## config.mk

```make
export PLATFORM = sky130hd
export DESIGN_NAME = wb_arbiter
export DESIGN_NICKNAME = d
export VERILOG_FILES = /design/src/rtl/wb_arbiter_pkg.sv /design/src/rtl/wb_fifo.sv /design/src/rtl/wb_arbiter.sv
export SDC_FILE = /design/constraint.sdc
export NUM_CORES = 1
export LEC_CHECK = 0
export CAP_MARGIN = 20
export CORE_ASPECT_RATIO = 1.1
export CORE_MARGIN = 4
export CORE_UTILIZATION = 50
export CTS_CLUSTER_SIZE = 12
export DETAILED_ROUTE_END_ITERATION = 7
export GPL_TIMING_DRIVEN = 1
export PLACE_DENSITY_LB_ADDON = 0.15
export SYNTH_ARGS = -nofsm -noshare
export SYNTH_HDL_FRONTEND = slang
export SYNTH_HIERARCHICAL = 1
export SYNTH_SLANG_ARGS = --single-unit
```

## constraint.sdc

```tcl
create_clock -name clk -period 7.1 [get_ports clk]
set_input_delay 1.065 -clock clk [delete_from_list [all_inputs] [get_ports clk]]
set_output_delay 1.065 -clock clk [all_outputs]
set_load 0.1 [all_outputs]
```

## src/rtl/wb_arbiter_pkg.sv

```systemverilog
// Shared register-file types and constants for the write-back arbiter slice.
package wb_arbiter_pkg;
  localparam int REG_W   = 32;
  localparam int REG_AW  = 5;
  localparam int REG_NUM = 32;

  typedef logic [REG_W-1:0]  reg_bus_t;
  typedef logic [REG_AW-1:0] reg_addr_t;

  localparam reg_bus_t ZERO_WORD = '0;

  typedef struct packed {
    reg_addr_t waddr;
    reg_bus_t  wdata;
  } wb_ent_t;
endpackage

```

## src/rtl/wb_fifo.sv

```systemverilog
// Synchronous FIFO of long-latency write-back entries; push is ignored when full, pop when empty.
// Data is visible at dout_o while not empty (show-ahead); no pop->push bypass when full.
module wb_fifo
  import wb_arbiter_pkg::*;
#(
  parameter int DEPTH = 2
) (
  input  logic    clk,
  input  logic    rst,
  input  logic    push_i,
  input  wb_ent_t din_i,
  output logic    full_o,
  input  logic    pop_i,
  output wb_ent_t dout_o,
  output logic    empty_o
);
  localparam int PW = $clog2(DEPTH);
  typedef logic [PW:0] ptr_t;

  wb_ent_t mem_q [DEPTH];
  ptr_t    wr_q, wr_d;
  ptr_t    rd_q, rd_d;
  logic    do_push, do_pop;

  // Extra MSB on each pointer distinguishes full from empty when the indices match.
  assign empty_o = (wr_q == rd_q);
  assign full_o  = (wr_q[PW] != rd_q[PW]) && (wr_q[PW-1:0] == rd_q[PW-1:0]);
  assign dout_o  = mem_q[rd_q[PW-1:0]];
  assign do_push = push_i && !full_o;
  assign do_pop  = pop_i && !empty_o;

  always_comb begin
    wr_d = wr_q;
    rd_d = rd_q;
    if (do_push) wr_d = wr_q + ptr_t'(1);
    if (do_pop)  rd_d = rd_q + ptr_t'(1);
  end

  always_ff @(posedge clk) begin
    if (rst) begin
      wr_q <= '0;
      rd_q <= '0;
    end else begin
      wr_q <= wr_d;
      rd_q <= rd_d;
    end
  end

  always_ff @(posedge clk) begin
    if (do_push) mem_q[wr_q[PW-1:0]] <= din_i;
  end
endmodule

```

## src/rtl/wb_arbiter.sv

```systemverilog
// Merges pipeline and long-latency results onto the single regfile write port, one cycle after grant;
// tracks pending long-latency destinations for RAW stalls and holds the pipe when the FIFO starves.
module wb_arbiter
  import wb_arbiter_pkg::*;
#(
  parameter int LU_DEPTH   = 2,
  parameter int STARVE_MAX = 4
) (
  input  logic      clk,
  input  logic      rst,
  input  logic      pipe_we,
  input  reg_addr_t pipe_waddr,
  input  reg_bus_t  pipe_wdata,
  input  logic      lu_valid,
  output logic      lu_ready,
  input  reg_addr_t lu_waddr,
  input  reg_bus_t  lu_wdata,
  input  logic      issue_valid,
  input  reg_addr_t issue_waddr,
  input  logic      re1,
  input  reg_addr_t raddr1,
  input  logic      re2,
  input  reg_addr_t raddr2,
  output logic      hazard_stall,
  output logic      pipe_hold,
  output logic      we,
  output reg_addr_t waddr,
  output reg_bus_t  wdata
);
  localparam int SW = $clog2(STARVE_MAX + 1);
  typedef logic [SW-1:0] starve_t;

  logic               full, empty, pop, pipe_ok;
  wb_ent_t            head;
  starve_t            starve_q, starve_d;
  logic [REG_NUM-1:0] pending_q, pending_d;
  logic               we_q, we_d;
  reg_addr_t          waddr_q, waddr_d;
  reg_bus_t           wdata_q, wdata_d;

  wb_fifo #(.DEPTH(LU_DEPTH)) u_fifo (
    .clk     (clk),
    .rst     (rst),
    .push_i  (lu_valid),
    .din_i   ('{waddr: lu_waddr, wdata: lu_wdata}),
    .full_o  (full),
    .pop_i   (pop),
    .dout_o  (head),
    .empty_o (empty)
  );

  assign lu_ready     = !full;
  assign pipe_ok      = pipe_we && (pipe_waddr != '0);
  assign pipe_hold    = !empty && (starve_q == starve_t'(STARVE_MAX));
  assign pop          = !empty && (pipe_hold || !pipe_ok);
  assign hazard_stall = (re1 && pending_q[raddr1]) || (re2 && pending_q[raddr2]);
  assign we           = we_q;
  assign waddr        = waddr_q;
  assign wdata        = wdata_q;

  always_comb begin
    we_d      = 1'b0;
    waddr_d   = waddr_q;
    wdata_d   = wdata_q;
    starve_d  = starve_q;
    pending_d = pending_q;

    // A popped address-0 entry is consumed silently.
    if (pop) begin
      if (head.waddr != '0) begin
        we_d    = 1'b1;
        waddr_d = head.waddr;
        wdata_d = head.wdata;
      end
      pending_d[head.waddr] = 1'b0;
    end else if (pipe_ok) begin
      we_d    = 1'b1;
      waddr_d = pipe_waddr;
      wdata_d = pipe_wdata;
    end

    if (empty || pop)                         starve_d = '0;
    else if (starve_q != starve_t'(STARVE_MAX)) starve_d = starve_q + starve_t'(1);

    // Issue is applied after the clear so a same-edge set wins.
    if (issue_valid) pending_d[issue_waddr] = 1'b1;
    pending_d[0] = 1'b0;
  end

  always_ff @(posedge clk) begin
    if (rst) begin
      we_q      <= 1'b0;
      waddr_q   <= '0;
      wdata_q   <= ZERO_WORD;
      starve_q  <= '0;
      pending_q <= '0;
    end else begin
      we_q      <= we_d;
      waddr_q   <= waddr_d;
      wdata_q   <= wdata_d;
      starve_q  <= starve_d;
      pending_q <= pending_d;
    end
  end

  a_no_pipe_during_hold: assert property (@(posedge clk) disable iff (rst)
    !(pipe_we && pipe_hold));
  a_no_pipe_to_pending: assert property (@(posedge clk) disable iff (rst)
    !(pipe_ok && pending_q[pipe_waddr]));
endmodule

```

=== Word level (Yosys, flattened, before mapping) ===
Memory sizes are Yosys's and may differ from the RTL's. A register that Yosys moved wholly into a read port is not among the register bits.
Index checks and enable logic that the tools add are counted.
W data, S select, Z words.

* Add/subtract/negate cells: 3
* Order comparisons: 6
* Equality and inequality tests: 6
* Multiplexer cells: 23
* Bitwise operators: 3
* Reduce and logical (&&, ||, !) cells: 21

{| class="wikitable"
|+ Operator list
! kind !! number
|-
| $mux W32 || 5
|-
| $and A32 B32 Y32 || 1
|-
| $not A32 Y32 || 1
|-
| $or A32 B32 Y32 || 1
|-
| $lt A5 B6 Y1 const B || 4
|-
| $mux W5 || 3
|-
| $mux W1 || 11
|-
| $bmux W1 S5 || 2
|-
| $demux W1 S5 || 2
|-
| $ge A5 B1 Y1 const B || 2
|-
| $logic_and A1 B1 Y1 || 10
|-
| $reduce_bool A5 Y1 || 2
|-
| $add A2 B1 Y2 const B || 2
|-
| $add A3 B1 Y3 const B || 1
|-
| $eq A3 B3 Y1 const B || 1
|-
| $logic_not A1 Y1 || 3
|-
| $logic_or A1 B1 Y1 || 3
|-
| $ne A3 B3 Y1 const B || 1
|-
| $eq A2 B2 Y1 || 1
|-
| $ne A2 B1 Y1 const B || 1
|-
| $reduce_and A2 Y1 || 1
|-
| $reduce_bool A2 Y1 || 1
|-
| $reduce_or A2 Y1 || 1
|-
| $eq A1 B1 Y1 || 1
|-
| $ne A1 B1 Y1 || 1
|}

* Bits in registers: 77
* Memory bits (writable): 74
* Input bits: 96
* Output and inout port bits: 41
* Memories kept: 1

{| class="wikitable"
|+ Memories
! name !! words !! width !! read ports !! clocked after memory_dff !! write ports !! RTL line !! source
|-
| u_fifo.mem_q || 2 || 37 || 1 || 1 || 1 || wb_fifo.sv:20 || <nowiki>wb_ent_t mem_q [DEPTH];</nowiki>
|}

=== Longest topological paths before layout ===
Gate-level depths: netlist of the first run.

* Depth in word-level cells: 9
* Gate-level depth with buffers: 11

=== Hierarchy ===
The synthesis of the first run kept the hierarchy.

{| class="wikitable"
|+ By module, submodules not included
! module !! instances !! cells an instance !! area an instance (um^2) !! sequential area each (um^2)
|-
| wb_arbiter || 1 || 339 || 3,549.7 || 1,441.4
|-
| wb_fifo || 1 || 148 || 2,942.8 || 2,322.2
|}

=== Worst setup path before layout of the first run ===
OpenSTA, ideal clock, no wires.

* Path type: input port to output port
* Start: in raddr1[0]
* End: out hazard_stall
* Data arrival time: 4,971 ps
* Data required time: 6,035 ps
* Slack: 1,064 ps
* Stages: 6
* Buffers on the path: 1
* Path through: buf_2 -> mux4_2 -> nand2_1 -> a21oi_1 -> a311oi_1 -> o41ai_1

* Word-level cells in the longest chain between the ends: 4

{| class="wikitable"
|+ RTL lines
! item !! RTL line !! source
|-
| start: declaration || wb_arbiter.sv:21 || <nowiki>input reg_addr_t raddr1,</nowiki>
|-
| $bmux W1 S5 || wb_arbiter.sv:56 || <nowiki>assign hazard_stall = (re1 && pending_q[raddr1]) || (re2 && pending_q[raddr2]);</nowiki>
|-
| $mux W1 (not written as such) || wb_arbiter.sv:56 ||
|-
| $logic_and A1 B1 Y1 || wb_arbiter.sv:56 ||
|-
| $logic_or A1 B1 Y1 || wb_arbiter.sv:56 ||
|-
| end: declaration || wb_arbiter.sv:24 || <nowiki>output logic hazard_stall,</nowiki>
|}

Every way passes these cells. The select of a mux whose other input is x is not followed.

=== Final worst setup path of the first run ===
Ends and elaborated chain as after synthesis.

==> results.md, run 1 <==
- The mapped netlist covers 6490 µm².
- Based on the critical path, the design can be clocked at up to 0.197 GHz.
- In this run the worst hold path is classified as reg2reg.
- The die covers 14900 µm².
- The switching power total is 0.856 mW.
- The post-CTS resize count is 0.
- The clock net in this run drives a total of 151 sinks.
- Across all setup checks in the final design, the least slack found is 2020 ps.
- The routed wire length is 15800 µm.
- Buffers inserted to repair hold after CTS numbered 0.
- For this run, the post-layout net count is 716.
- The fraction of the yosys area taken by sequential cells is 58.0%.
- The count of cells in the finished layout, fillers not included, comes to 788.
- The number of global-route vias before repair is 5091.
- The final-layout setup total negative slack is 0 ps.
- The cell count after placement is 756.
- The critical path start-end classification is in2out.
- The die outline width is 117 µm.
- The detailed router used layers up to and including met4.
- Max-cap violations in this run came to 0.
- Setup repair after global routing left no endpoint under its margin.
- The endpoint class of the critical path is an output port.
- Routability-driven placement finished with a final weighted congestion of 0.907.
- The first global-routing pass estimated 25700 µm of wire.
- The final cell area excluding filler cells is 8520 µm².
- The clock latency on the worst-skew pair is 410 ps.
- By area the synthesized netlist is led by edfxtp_1, dfxtp_1, mux2i_1, mux2_2, o2bb2ai_1.
- The routed length on met3 is 1080 µm.
- The wire-length estimate of the detail-placed layout is 10900 µm.
- The count of mapped cells out of synthesis is 487.
- The CTS root buffer is clkbuf_16.
- Buffers placed on the I/O ports in this run total 136.
- The final count of pins violating max slew was 0.
- The total global-route track usage is 22.3%.
- Clock skew on the completed layout was measured at 7.31 ps.
- The maximum buffer depth of the clock tree is 2.
- Setup slack on the worst reg-to-reg path comes out at 3880 ps.
- The maximum level of the CTS H-tree is 4.
- The worst setup slack before clock tree synthesis is 2000 ps.
- The count of flip-flops with a built-in enable after synthesis is 74.
- Post-CTS timing repair inserted 0 buffers for setup.
- The biggest area consumer among synthesized cells is edfxtp_1.
- The first TritonRoute pass finished after 5 iterations.
- The relative contribution of sequential cells to total power is 40.1%.
- The logic gate share of total power is 26.8%.
- The total cell area at the placement stage is 7940 µm².
- TritonCTS created 17 clock buffers.
- Compared with the post-synthesis result, the final layout area differs by 31.2%.
- After layout, the worst path uses 71.6% of the clock period.
- The core footprint is 12600 µm².
- Once detail routing completed, the nets flagged for antenna violations numbered 0.
- Cells with a size suffix above 1 make up 15.1% of the layout.
- The part of the power in the clock network is 33.1%.
- After clock tree synthesis, the clock-pin slew on the worst setup and hold paths is 60 ps.
- Of the post-synthesis cell area, the dominant cell type holds 34.2%.
- The count of final setup violators is 0.
- The die is 128 µm tall.
- The synthesized netlist contains 47 unique library cells.
- In the final routing, the length of wire on met1 measures 6440 µm.
- The cell-internal power is 1.77 mW.
- The DRC violation total after the first TritonRoute iteration is 244.
- Sorting the synthesized cells by how often they occur yields dfxtp_1, edfxtp_1, mux2i_1.
- The final routed DRC violation total is 0.
- 0 antenna diodes ended up in the layout.
- The total of warnings raised by yosys is 6.
- Counting flops and latches in the post-synthesis netlist gives 151.
- The total overflow left after global routing is 0.
- Wire segments on met2 add up to 7920 µm in the final route.
- TritonCTS built the clock tree.
- The number of antenna violations at the first check in global routing was 0.
- Among all flip-flop cells after synthesis, the most frequent one is dfxtp_1.
- The synthesized net count is 585.
- The share of synthesized registers carrying an async set or reset is 0%.
- The total I/O pin count is 137.
- For this block, the via count after detailed routing is 4659.
- At the worst endpoint, the required time is 6030 ps.
- Measured against its own limit, the worst slew margin works out to 29.4%.
- The top fanout value on the critical path is 9.
- The slew at the pin with the worst max-slew slack is 1060 ps.
- The startpoint kind of the worst setup timing path is an input pin.
- The number of hold-slack violations in the final timing report is 0.
- The run finished with clean final reports.
- The initial utilization of the core area, before any placement, comes to 51.4%.
- Data on the critical path arrives at its endpoint at 4020 ps.
- The peak ir drop on the vdd network is 0.223 mV.
- Dividing total power by cell area gives a power density of 308 nW/µm².
- After detailed routing, the average wire length per cell comes to 20.0 µm.
- In this run the core area contains 43 standard-cell rows.
- The leakage power summed over all cells is 3.08 nW.
- Entering global routing, the biggest net connects 39 pins.
- The shortest period the worst path allows is 5080 ps.
- The average instance in the mapped netlist occupies 13.3 µm².
- The cell with the most instances after synthesis is dfxtp_1.
- The net switching fraction of the power is 32.7%.
- The routed via count divided by cell count is 5.91.
==> per-stage QoR <==
step	power, mW	hold WS [ps]	util [%]
after floorplan	1.57	459	-
after global placement	1.76	445	62.8
after detailed placement	1.77	445	62.8
after CTS	2.64	469	67.4
after global routing	2.72	480	67.4
final	2.62	465	67.4
==> critical path, stage by stage <==
cell and delay, ps:
clkdlybuf4s50_1 640, mux4_2 440, nand2_1 50, a21oi_1 140
a311oi_1 70, o41ai_1 410, clkdlybuf4s50_1 1200
==> registers in the layout, summed over array words and instances (netlist names), named ones only <==
signal / flops
starve_q: 3
u_fifo/wr_q: 2
u_fifo/rd_q: 2
wdata: 32
we: 1
u_fifo/mem_q: 74
pending_q: 31
waddr: 5
==> placed cells by master, fill, tap and decap left out, drive strengths merged, types with 4 or more instances in the layout <==
cell type and instances:
nand3 8, o2bb2ai 37, nand2 19, buf 5, mux2 37, clkdlybuf4s50 136
clkbuf 22, mux2i 43, a311oi 4, a21oi 6, nand4 4, or3 4
o211ai 29, inv 15, mux4 14, dfxtp 77, nand3b 6, clkinv 6
edfxtp 74, o21ai 29, nor2 16
==> worst paths after layout <==
| kind | startpoint | endpoint | cells after the start |
|---|---|---|---|
| hold / removal | wdata[1] | wdata[1] | 1 |
| setup reg to reg | flip-flop | wdata[28] | 6 |
| hold reg to reg | wdata[1] | wdata[1] | 1 |
| setup / recovery | raddr1[0] | hazard_stall | 7 |
==> layer usage <==
layer	vias to the layer above	global-route usage [%]
met2	173	37.3
met3	25	7.44
met5	-	0
met1	2288	26.9
met4	0	7.69
li1	2173	-
==> final cells by class <==
class | count | area (µm²)
Fill cell | 954 | 4130
Sequential cell | 151 | 3760
Multi-Input combinational cell | 293 | 2530
Timing Repair Buffer | 141 | 1400
Clock buffer | 22 | 475
Tap cell | 157 | 196
Clock inverter | 10 | 103
Inverter | 14 | 52.6
==> power groups by stage <==
stage	clock network, mW	registers, mW	logic [mW]
2_1_floorplan	0	1.32	0.252
3_3_place_gp	0	1.07	0.695
3_5_place_dp	0	1.07	0.703
4_1_cts	0.881	1.05	0.707
5_1_grt	0.924	1.06	0.736
6_report	0.869	1.05	0.703
==> kinds of logic (layout without fill, tap and decap cells) <==
logic type,Yosys count,count (layout),share of synthesized area [%]
DFF,151,151,58.0
AOI/OAI and AO/OA,116,116,13.4
muxes,94,94,17.9
and+or+nand+nor,77,77,6.38
buffers and inverters,43,187,3.33
xor gates and xnor gates,4,4,0.655
adders and majority gates,2,2,0.385
Note: power is estimated with default switching activity, not from simulation.
==> run 2: changes to the inputs <==
Settings changed: CORE_UTILIZATION 50 to 46.
Clock period 7.1 ns to 4.6 ns, I/O delays scaled along.
==> results.md, run 2 (synthesis gave the netlist of run 1 again) <==
- The total cell area at the placement stage was 7980 µm² (+0.55%).
- The total I/O pin count is 137 (unchanged).
- The routed wire length is 15500 µm (-1.6%).
- The worst path setup slack after routing came to 1060 ps (-951 ps).
- In this run the clock root is driven by a clkbuf_16.
- The worst register-to-register path begins at u_fifo/rd_q[0].
- The routed length per placed instance is 18.9 µm (-5.5%).
- The hold slack is 458 ps (-7.28 ps).
- The placed wire-length estimate is 11000 µm (+0.65%).
- For this design, the slowest cell found on the critical path is clkdlybuf4s50_1.
- The buffers inserted during post-CTS setup optimization is 0 (unchanged).
- The worst setup slack before clock tree synthesis is 1010 ps (-993 ps).
- The number of sinks driven by the clock tree is 151 (unchanged).
- The signal on the critical path passes through clkdlybuf4s50_1 > mux4_2 > nand2_1 > a21oi_1 > a311oi_1 > o41ai_2 > buf_4.
- STA classifies the critical path startpoint as an input pin.
- The number of hold-slack violations in the final timing report is 0 (unchanged).
- The final routed DRC violation total is 0 (unchanged).
- The final cell area excluding filler cells was 8620 µm² (+1.2%).
- The worst path needs 3540 ps of the cycle, external delays included.
- The routed via count divided by cell count was 5.53 (-6.4%).
- The count of port buffers added during placement was 136 (unchanged).
- The number of flip-flops under the largest register name is 74 (unchanged).
- The total global-route track usage came to 20.0% (-2.3 points).
- The data required time of the critical path is 3910 ps (-2120 ps).
- The relative max-transition margin came to 31.3% (+1.9 points).
- The number of clock buffers inserted by TritonCTS is 17 (unchanged).
- The vertical die dimension was 133 µm (+4.0%).
- The final count of pins violating max slew is 0 (unchanged).
- In the finished design, the share of the clock period the worst path needs comes to 76.9%.
- The post-CTS resize count is 0 (unchanged).
- The number of maximum-capacitance constraint violations is 0 (unchanged).
- The count of non-filler cells in the finished layout is 820 (+4.1%).
- The buffers plus inverters on the worst setup path is 2 (unchanged).
- The total power divided by cell area is 480 nW/µm² (+56%).
- The maximum number of pins on one net before global-route repair is 39 (unchanged).
- The setup clock skew after layout is 6.54 ps (-0.773 ps).
- The arrival time of data at the critical path endpoint came to 2850 ps (-1170 ps).
- The worst setup path is of the in2out kind.
- The run finished with clean final reports.
- The layout net count came to 717 (+0.14%).
- Setup repair after global routing left no endpoint under its margin.
- The top cell types in the final layout, fill and taps aside, are clkdlybuf4s50_1, dfxtp_1, edfxtp_1.
- The number of detailed-routing iterations run before antenna repair is 5 (unchanged).
- The worst setup path startpoint is raddr1[0].
- The number of global-route vias before repair is 4804 (-5.6%).
- The remaining global-route overflow came to 0 (unchanged).
- The clock tree from TritonCTS is yes.
- The biggest cell delay along the critical path was 750 ps (-450 ps).
- In this run the most critical hold path is launched from wdata[17].
- The diode insertion count for antenna repair is 0 (unchanged).
- The classification of the worst-slack hold path is reg2reg.
- The die footprint is 16100 µm² (+8.1%).
- The top fanout value on the critical path is 9 (unchanged).
- The global routing usage on met2 is 32.4% (-4.8 points).
- The global routing stage identified its most utilized layer as met2.
- The DRC violation total after the first TritonRoute iteration is 279 (+14%).
- The site row count is 45 (+4.7%).
- The number of buffers added to fix hold violations after cts is 0 (unchanged).
- The final-layout setup total negative slack is 0 ps (unchanged).
- The effective utilization at floorplan is 47.1% (-4.3 points).
- The layout overhead on the synthesized area is 32.8%.
- The endpoint class of the critical path is an output port.
- The maximum buffer depth of the clock tree was 2 (unchanged).
- The number of antenna violations at the first check in global routing is 0 (unchanged).
- The count of final setup violators was 0 (unchanged).
- The post-detailed-route count of antenna-violating nets was 0 (unchanged).
- The maximum level of the CTS H-tree came to 4 (unchanged).
- The library cell used most frequently in the layout, excluding fill and tap cells, is clkdlybuf4s50_1.
- The family of cells with the greatest summed delay on the critical path is buffers and inverters.
- The slew at the pin with the worst max-slew slack is 1030 ps (-28.6 ps).
- The final weighted congestion of routability-driven global placement is 0.864 (-4.7%).
- The die outline width is 121 µm (+4.0%).
- The leakage power summed over all cells is 3.10 nW (+0.78%).
- The core footprint is 13800 µm² (+9.1%).
- The cell count after placement was 787 (+4.1%).
- The highest attainable clock frequency is 0.283 GHz.
- The number of inserted filler cells in the final layout is 1112 (+17%).
- The peak ir drop on the vdd network was 0.309 mV (+38%).
- The overall via count from detail_route is 4538 (-2.6%).
- The global-route wire length before repair is 24800 µm (-3.2%).
- The fraction of final layout cells with drive strength greater than 1 is 16.1% (+1.1 points).
- The met1 track demand over resource is 24.1% (-2.7 points).
- The clock transition at the registers of the reported paths is 60 ps (about the same).
- The clock latency on the worst-skew pair is 420 ps (about the same).
- The met3 track demand over resource in global routing was 7.14% (-0.30 points).
-- run 2: cell count changes in the layout (fill, tap and decap cells not counted), moves of 2 or more --
cell      previous run  this run
clkbuf_1             3         1
clkbuf_8             1         3
clkinv_2             5         3
inv_6                0         2
-- run 2: area by class of cell --
| type | count | area, µm² | area share (%) |
|---|---|---|---|
| Sequential cell | 151 | 3760 | 43.7 |
| Multi-Input combinational cell | 293 | 2530 | 29.4 |
| Timing Repair Buffer | 142 | 1420 | 16.4 |
| Clock buffer | 21 | 470 | 5.46 |
| Tap cell | 188 | 235 | 2.73 |
| Clock inverter | 11 | 146 | 1.70 |
| Inverter | 14 | 52.6 | 0.610 |
-- run 2: stage by stage --
step / utilization, % / total power, mW
after global placement: 57.9 / 2.72
after CTS: 62.3 / 4.17
final: 62.5 / 4.14
after floorplan: - / 2.43
after global routing: 62.5 / 4.29
after detailed placement: 57.9 / 2.74
-- run 2: routing by layer --
layer  routed length (µm)  part of all wire (%)
met2                 7760                    50
met4                  233                   1.5
met3                 1140                   7.4
met5                    0                     0
met1                 6380                    41
-- run 2: final timing paths --
path | to | slack, ps | depth (start not counted)
setup / recovery | hazard_stall | 1060 | 7
hold / removal | wdata[17] | 460 | 1
setup reg to reg | flip-flop | 1580 | 8
hold reg to reg | wdata[17] | 460 | 1
-- run 2: power by group --
part / internal, mW / switching, mW
Sequential: 1.54 / 0.0636
Clock: 0.898 / 0.530
Combinational: 0.353 / 0.755
Total: 2.79 / 1.35
